$ cat config.mk
export PLATFORM = sky130hd
export DESIGN_NAME = pcie_turnoff_ctrl
export DESIGN_NICKNAME = d
export VERILOG_FILES = /design/src/rtl/pcie_turnoff_ctrl.sv
export SDC_FILE = /design/constraint.sdc
export NUM_CORES = 1
export LEC_CHECK = 0
export ABC_AREA = 1
export CAP_MARGIN = 0
export CORE_MARGIN = 8
export CORE_UTILIZATION = 54
export CTS_BUF_LIST = sky130_fd_sc_hd__clkbuf_16
export DETAILED_ROUTE_END_ITERATION = 10
export GPL_TIMING_DRIVEN = 0
export PLACE_DENSITY_LB_ADDON = 0.2
export SYNTH_ARGS = -nofsm -noshare
export SYNTH_HDL_FRONTEND = slang
export SYNTH_SLANG_ARGS = --single-unit
$ cat constraint.sdc
create_clock -name clk -period 1.8 [get_ports clk]
set_clock_uncertainty 0.15 [all_clocks]
set_input_delay 0.18 -clock clk [delete_from_list [all_inputs] [get_ports clk]]
set_output_delay 0.18 -clock clk [all_outputs]
set_load 0.01 [all_outputs]
$ cat src/rtl/pcie_turnoff_ctrl.sv
`default_nettype none
// ---------------------------------------------------------------------------
// pcie_turnoff_ctrl : PME_Turn_Off handler - blocks requests, drains
// outstanding completions and DMA channels, then sends a one-cycle ack.
// Revision: 1.0
// ---------------------------------------------------------------------------
module pcie_turnoff_ctrl #(
  parameter int PEND_W     = 6,
  parameter int CH_NUM     = 4,
  parameter int TMO_W      = 16,
  parameter int TMO_CYCLES = 50000,
  parameter int TMO_EN     = 1
) (
  input  logic              clk,
  input  logic              rst_n,
  input  logic              req_compl_i,
  input  logic              compl_done_i,
  input  logic [CH_NUM-1:0] ch_busy_i,
  input  logic              cfg_to_turnoff_n_i,
  output logic              cfg_turnoff_ok_n_o,
  output logic              req_block_o,
  output logic [PEND_W-1:0] pend_cnt_o,
  output logic              pend_full_o,
  output logic [2:0]        err_o,
  output logic [1:0]        state_o
);

  typedef enum logic [1:0] {
    IDLE  = 2'b00,
    DRAIN = 2'b01,
    ACK   = 2'b10,
    OFF   = 2'b11
  } state_t;

  localparam logic [PEND_W-1:0] PEND_MAX = '1;
  localparam logic [TMO_W-1:0]  TMO_LAST = TMO_W'(TMO_CYCLES - 1);

  state_t            state_q, state_d;
  logic [PEND_W-1:0] pend_q, pend_d;
  logic              pend_full_q, pend_full_d;
  logic [2:0]        err_q, err_d;
  logic              ok_n_q, ok_n_d;
  logic              block_q, block_d;
  logic [TMO_W-1:0]  timer_q, timer_d;

  always_comb begin
    state_d = state_q;
    pend_d  = pend_q;
    err_d   = err_q;
    timer_d = timer_q;

    // Saturating counter; simultaneous req and done cancel out.
    if (req_compl_i && !compl_done_i) begin
      if (pend_q == PEND_MAX) err_d[1] = 1'b1;
      else                    pend_d   = pend_q + 1'b1;
    end else if (compl_done_i && !req_compl_i) begin
      if (pend_q == '0) err_d[0] = 1'b1;
      else              pend_d   = pend_q - 1'b1;
    end

    case (state_q)
      IDLE: begin
        timer_d = '0;
        if (!cfg_to_turnoff_n_i) state_d = DRAIN;
      end
      DRAIN: begin
        timer_d = timer_q + 1'b1;
        // Withdrawal beats both drain completion and timeout.
        if (cfg_to_turnoff_n_i) begin
          state_d = IDLE;
        end else if (pend_q == '0 && ch_busy_i == '0 && !req_compl_i) begin
          state_d = ACK;
        end else if (TMO_EN != 0 && timer_q == TMO_LAST) begin
          state_d  = ACK;
          err_d[2] = 1'b1;
        end
      end
      ACK:     state_d = OFF;
      OFF:     if (cfg_to_turnoff_n_i) state_d = IDLE;
      default: state_d = IDLE;
    endcase

    pend_full_d = (pend_d == PEND_MAX);
    ok_n_d      = (state_d != ACK);
    block_d     = (state_d != IDLE);
  end

  always_ff @(posedge clk) begin
    if (!rst_n) begin
      state_q     <= IDLE;
      pend_q      <= '0;
      pend_full_q <= 1'b0;
      err_q       <= '0;
      ok_n_q      <= 1'b1;
      block_q     <= 1'b0;
      timer_q     <= '0;
    end else begin
      state_q     <= state_d;
      pend_q      <= pend_d;
      pend_full_q <= pend_full_d;
      err_q       <= err_d;
      ok_n_q      <= ok_n_d;
      block_q     <= block_d;
      timer_q     <= timer_d;
    end
  end

  assign cfg_turnoff_ok_n_o = ok_n_q;
  assign req_block_o        = block_q;
  assign pend_cnt_o         = pend_q;
  assign pend_full_o        = pend_full_q;
  assign err_o              = err_q;
  assign state_o            = state_q;

endmodule
`default_nettype wire

After elaboration in Yosys (flattened, before gate mapping)
Cells that the tools add are included.
Storage, ports and cells
  bits in registers: 30
  input port bits: 9
Cells by class
  $add $sub $neg: 3
  equality and inequality tests: 7
  muxes and demuxes: 11
  bitwise operators: 3
  reduce and logical (&&, ||, !) cells: 14
Operators by type and width (number)
  16-bit case mux with 2 select lines: 1
  6-bit 2-to-1 mux: 4
  16-bit by 1-bit adder with 16-bit output (second input constant): 1
  16-bit equality test (second input constant): 1
  6-bit equality test (second input constant): 2
  2-bit 2-to-1 mux: 5
  2-bit case mux with 4 select lines: 1
  6-bit by 1-bit adder with 6-bit output (second input constant): 1
  6-bit zero test: 1
  6-bit by 1-bit subtractor with 6-bit output (second input constant): 1
  2-bit equality test (second input constant): 2
  1-bit logical AND: 4
  4-bit zero test: 1
  4-bit AND reduction: 1
  2-bit nonzero test: 2
  1-bit inverter: 3
  3-bit AND reduction: 1
  2-bit by 1-bit equality test with 1-bit output (second input constant): 1
  1-bit zero test: 2
  2-bit zero test: 1
  2-bit inequality test (second input constant): 1
  2-bit AND reduction: 1

Depth between registers and ports, before layout
Gate-level depths: netlist of run 1.
  word-level depth: 7
  depth in mapped cells: 11

Worst setup path before layout of run 1
Ideal clock, no wire load.
  kind: reg-to-reg
  from: reg pend_q[0], in the netlist pend_cnt_o[0]
  to: reg pend_full_q, in the netlist pend_full_o
  setup time: 0.112 ns
  arrival: 1.355 ns
  data required time: 1.538 ns
  slack: 0.184 ns
  cell stages (with the launch flop): 10
  buffers on the path: 0
  clock period less this slack: 1.616 ns
  path through: dfxtp_1 > inv_1 > ha_1 > inv_1 > nor2_1 > or2_2 > nand3_1 > nand2_1 > nand3_1 > nor2_1
On the way
  longest elaborated chain between the ends: 5
  elaborated cells on any way between the ends: 9
  those cells by class: add/sub (2); eq/ne (2); mux (4); reduce/logical (1)
Ends and longest elaborated chain
  from (decl): RTL line 39  | logic [PEND_W-1:0] pend_q, pend_d;
  from (signal assigned): RTL line 99  | pend_q <= pend_d;
  6-bit by 1-bit subtractor with 6-bit output or 6-bit zero test (tied branches): RTL line 58, 57
  6-bit 2-to-1 mux: RTL line 57  | if (pend_q == '0) err_d[0] = 1'b1;
  6-bit 2-to-1 mux: RTL line 56  | end else if (compl_done_i && !req_compl_i) begin
  6-bit 2-to-1 mux *: RTL line 53  | if (req_compl_i && !compl_done_i) begin
  6-bit equality test *: RTL line 83  | pend_full_d = (pend_d == PEND_MAX);
  to (signal assigned): RTL line 100  | pend_full_q <= pend_full_d;
  to (decl): RTL line 40  | logic pend_full_q, pend_full_d;
Every way passes the cells marked *; elsewhere a longest branch is shown, timed or not.
A chain may end at the register's enable or synchronous reset.

Worst setup path in the final report of run 1
  from: reg pend_q[5], in the netlist pend_cnt_o[5]
  to: out pend_cnt_o[5]
RTL lines
  to (decl): RTL line 22  | output logic [PEND_W-1:0] pend_cnt_o,
No word-level cell between the ends.

==> metrics.yaml, run 1 <==
status: "finished, final reports clean"
holdWs_ns: 0.276
die_area_um2: 5100
via_per_inst: 5.44
hp-class: "flop to flop"
drc_errors: 0
critPathLaunchType: "flop"
cap_violations: 0
ys_ff_latch: 30
power.density_nw_per_um2: 822
fin_crit_ns: 1.68
setup_viol: 0
clk_latency_ns: 0.27
reg2reg_slack_ns: 0.12
grt_max_degree: 11
slew_headroom_pct: 62.2
netlist_area_um2: 1660
layout-drive-gt1-share_pct: 12.1
grt_usage_pct: 16.6
endpoint_kind: "primary output"
area_delta_synth_final_pct: 29.0
drt.antenna.violating_nets: 0
wl_met1_um: 1740
wirelength_um: 4150
vias: 1752
clkTransAtPathRegs_ns: 0.05
clock-root-buffer: "clkbuf_16"
avgSynthCellArea_um2: 6.43
cts.sinks: 30
cp_slowest_cell: "clkdlybuf4s50_1"
gp_congestion: 0.963
rsz0062_at_grt: "false"
ys_types: 21
final_hold_viol_count: 0
dr.pass1.iters: 4
cts_max_path_buffers: 2
grt_first_pass_wirelength_um: 6840
nFillCells: 243
critPathBufInv: 1
ctsHoldBuffers: 0
path_max_fanout: 7
ioPinCount: 23
grt_pass1_vias: 1611
synth_nets: 271
required_ns: 1.47
tightestPinTransition_ns: 0.567
nets: 301
path_class: "flop to primary output"
cts_tree: "built"
p_leak_nw: 0.871
core_area_um2: 2980
initialDrtViolationCount: 97
setup_ws_ns: 0.120
wl_met3_um: 281
port_buffers: 22
slew_viol_final: 0
cts_buffers: 5
wl_met2_um: 2040
die_h_um: 71.4
place_ws_ns: -0.330
cpPeakStageDelay_ns: 0.60
antenna_cells: 0
initial_utilization_pct: 55.7
cpLargestDelayFamily: "buffers and inverters"
crit_path_cell_trace: "clkdlybuf4s50_1"
fmax_ghz: 0.595
place.detailed.hpwl_um: 2920
worstPathArrival_ns: 1.35
yosysWarnings: 0
antenna_found_initial: 0
rows: 20
avgRoutedWirePerCell_um: 12.9
overflow: 0
top_layer_used: "met4"
min_period_over_period_pct: 93.3
vdd_drop_max_uv: 683
h-tree-depth: 2
synth_seq_area_share_pct: 36.2
synth_cells: 258
die_w_um: 71.4
-- cells in the mapped netlist --
| library cell | n | area (um^2) |
|---|---|---|
| nor2_1 | 34 | 128 |
| and2_2 | 1 | 7.51 |
| a211oi_1 | 1 | 7.51 |
| nand4_1 | 10 | 62.6 |
| nand3_1 | 17 | 85.1 |
| o221a_2 | 1 | 11.3 |
| ha_1 | 4 | 50.1 |
| buf_6 | 1 | 11.3 |
| a21oi_1 | 23 | 115 |
| o21ai_0 | 13 | 65.1 |
| clkbuf_1 | 2 | 7.51 |
| nor2_2 | 3 | 18.8 |
| nand2_1 | 63 | 236 |
| or2_2 | 3 | 18.8 |
| dfxtp_1 | 30 | 601 |
| inv_1 | 39 | 146 |
| nand3_2 | 2 | 20.0 |
| nor3_1 | 7 | 35.0 |
| nor3_2 | 1 | 10.0 |
| a22oi_1 | 1 | 7.51 |
| o21a_1 | 2 | 15.0 |
-- power by group --
group | internal [mW] | leakage, nW | switching [mW]
Clock | 0.498 | 0.0724 | 0.275
Combinational | 0.117 | 0.553 | 0.154
Sequential | 0.688 | 0.245 | 0.0281
-- logic make-up (layout without fill, tap and decap cells) --
family                     Yosys count  in the layout  share of synthesized area (%)
AOI/OAI and AO/OA                   41             41                           13.3
adders and majority gates            4              4                           3.02
buffers and inverters               42             73                           9.95
DFF                                 30             30                           36.2
and+or+nand+nor                    141            141                           37.5
-- worst paths after layout --
path / start / end / depth (start not counted)
max: pend_cnt_o[5] / pend_cnt_o[5] / 1
min: state_o[0] / cfg_turnoff_ok_n_o / 1
max reg2reg: timer_q[0] / timer_q[12] / 9
min reg2reg: state_o[0] / cfg_turnoff_ok_n_o / 1
-- routing by layer --
metal,GRT usage (%),vias to the layer above
met5,0,-
met4,9.24,0
met3,5.58,10
met2,28.8,53
met1,17.3,792
li1,-,897
-- cells in the final DEF, fill, tap and decap left out, types with 3 or more instances in the layout --
cell / n
nand2_1: 61
nor2_2: 5
ha_1: 3
a21oi_1: 22
nor3_1: 6
o21ai_0: 11
nand3_1: 17
clkdlybuf4s50_1: 22
nor2_4: 3
clkbuf_16: 5
dfxtp_1: 26
nor2_1: 29
or2_2: 3
nand4_1: 10
inv_1: 39
-- layout make-up --
cell class / instances / area (um^2) / share of cell area [%]
buffer: 3 / 18.8 / 0.877
clock buffer: 5 / 125 / 5.84
clock inverter: 3 / 12.5 / 0.584
inverter: 39 / 146 / 6.84
multi-input combinational: 186 / 958 / 44.8
sequential: 30 / 611 / 28.5
tap: 33 / 41.3 / 1.93
timing repair buffer: 23 / 228 / 10.6
-- per-stage QoR --
| step | cell area, um^2 | setup TNS [ns] | cells | utilization (%) | power [mW] |
|---|---|---|---|---|---|
| floorplan | 1660 | 0 | 258 | - | 0.885 |
| global route | 2140 | 0 | 322 | 71.9 | 1.84 |
| global placement | 1920 | -2.70 | 313 | 64.5 | 0.974 |
| finish | 2140 | 0 | 322 | 71.9 | 1.76 |
| CTS | 2070 | 0 | 322 | 69.7 | 1.75 |
| detailed placement | 1920 | -2.60 | 313 | 64.5 | 0.978 |
-- timing repair --
action,4_1_cts,5_1_grt
setup endpoints to repair,4,13
pin swaps,1,3
resized for setup,3,22
buffers inserted,1,0
-- registers in the layout, indices dropped and copies added (netlist names) --
register and cells:
pend_full_o 1, state_o 2, cfg_turnoff_ok_n_o 1, pend_cnt_o 6, timer_q 16, req_block_o 1, err_o 3
Note: power is estimated with default switching activity, not from simulation.
==> run 2, diff against run 1 <==
- HOLD_SLACK_MARGIN: unset -> 0.06
==> results of run 2 <==
Final layout, timing and power as in run 1 (identical DEF).
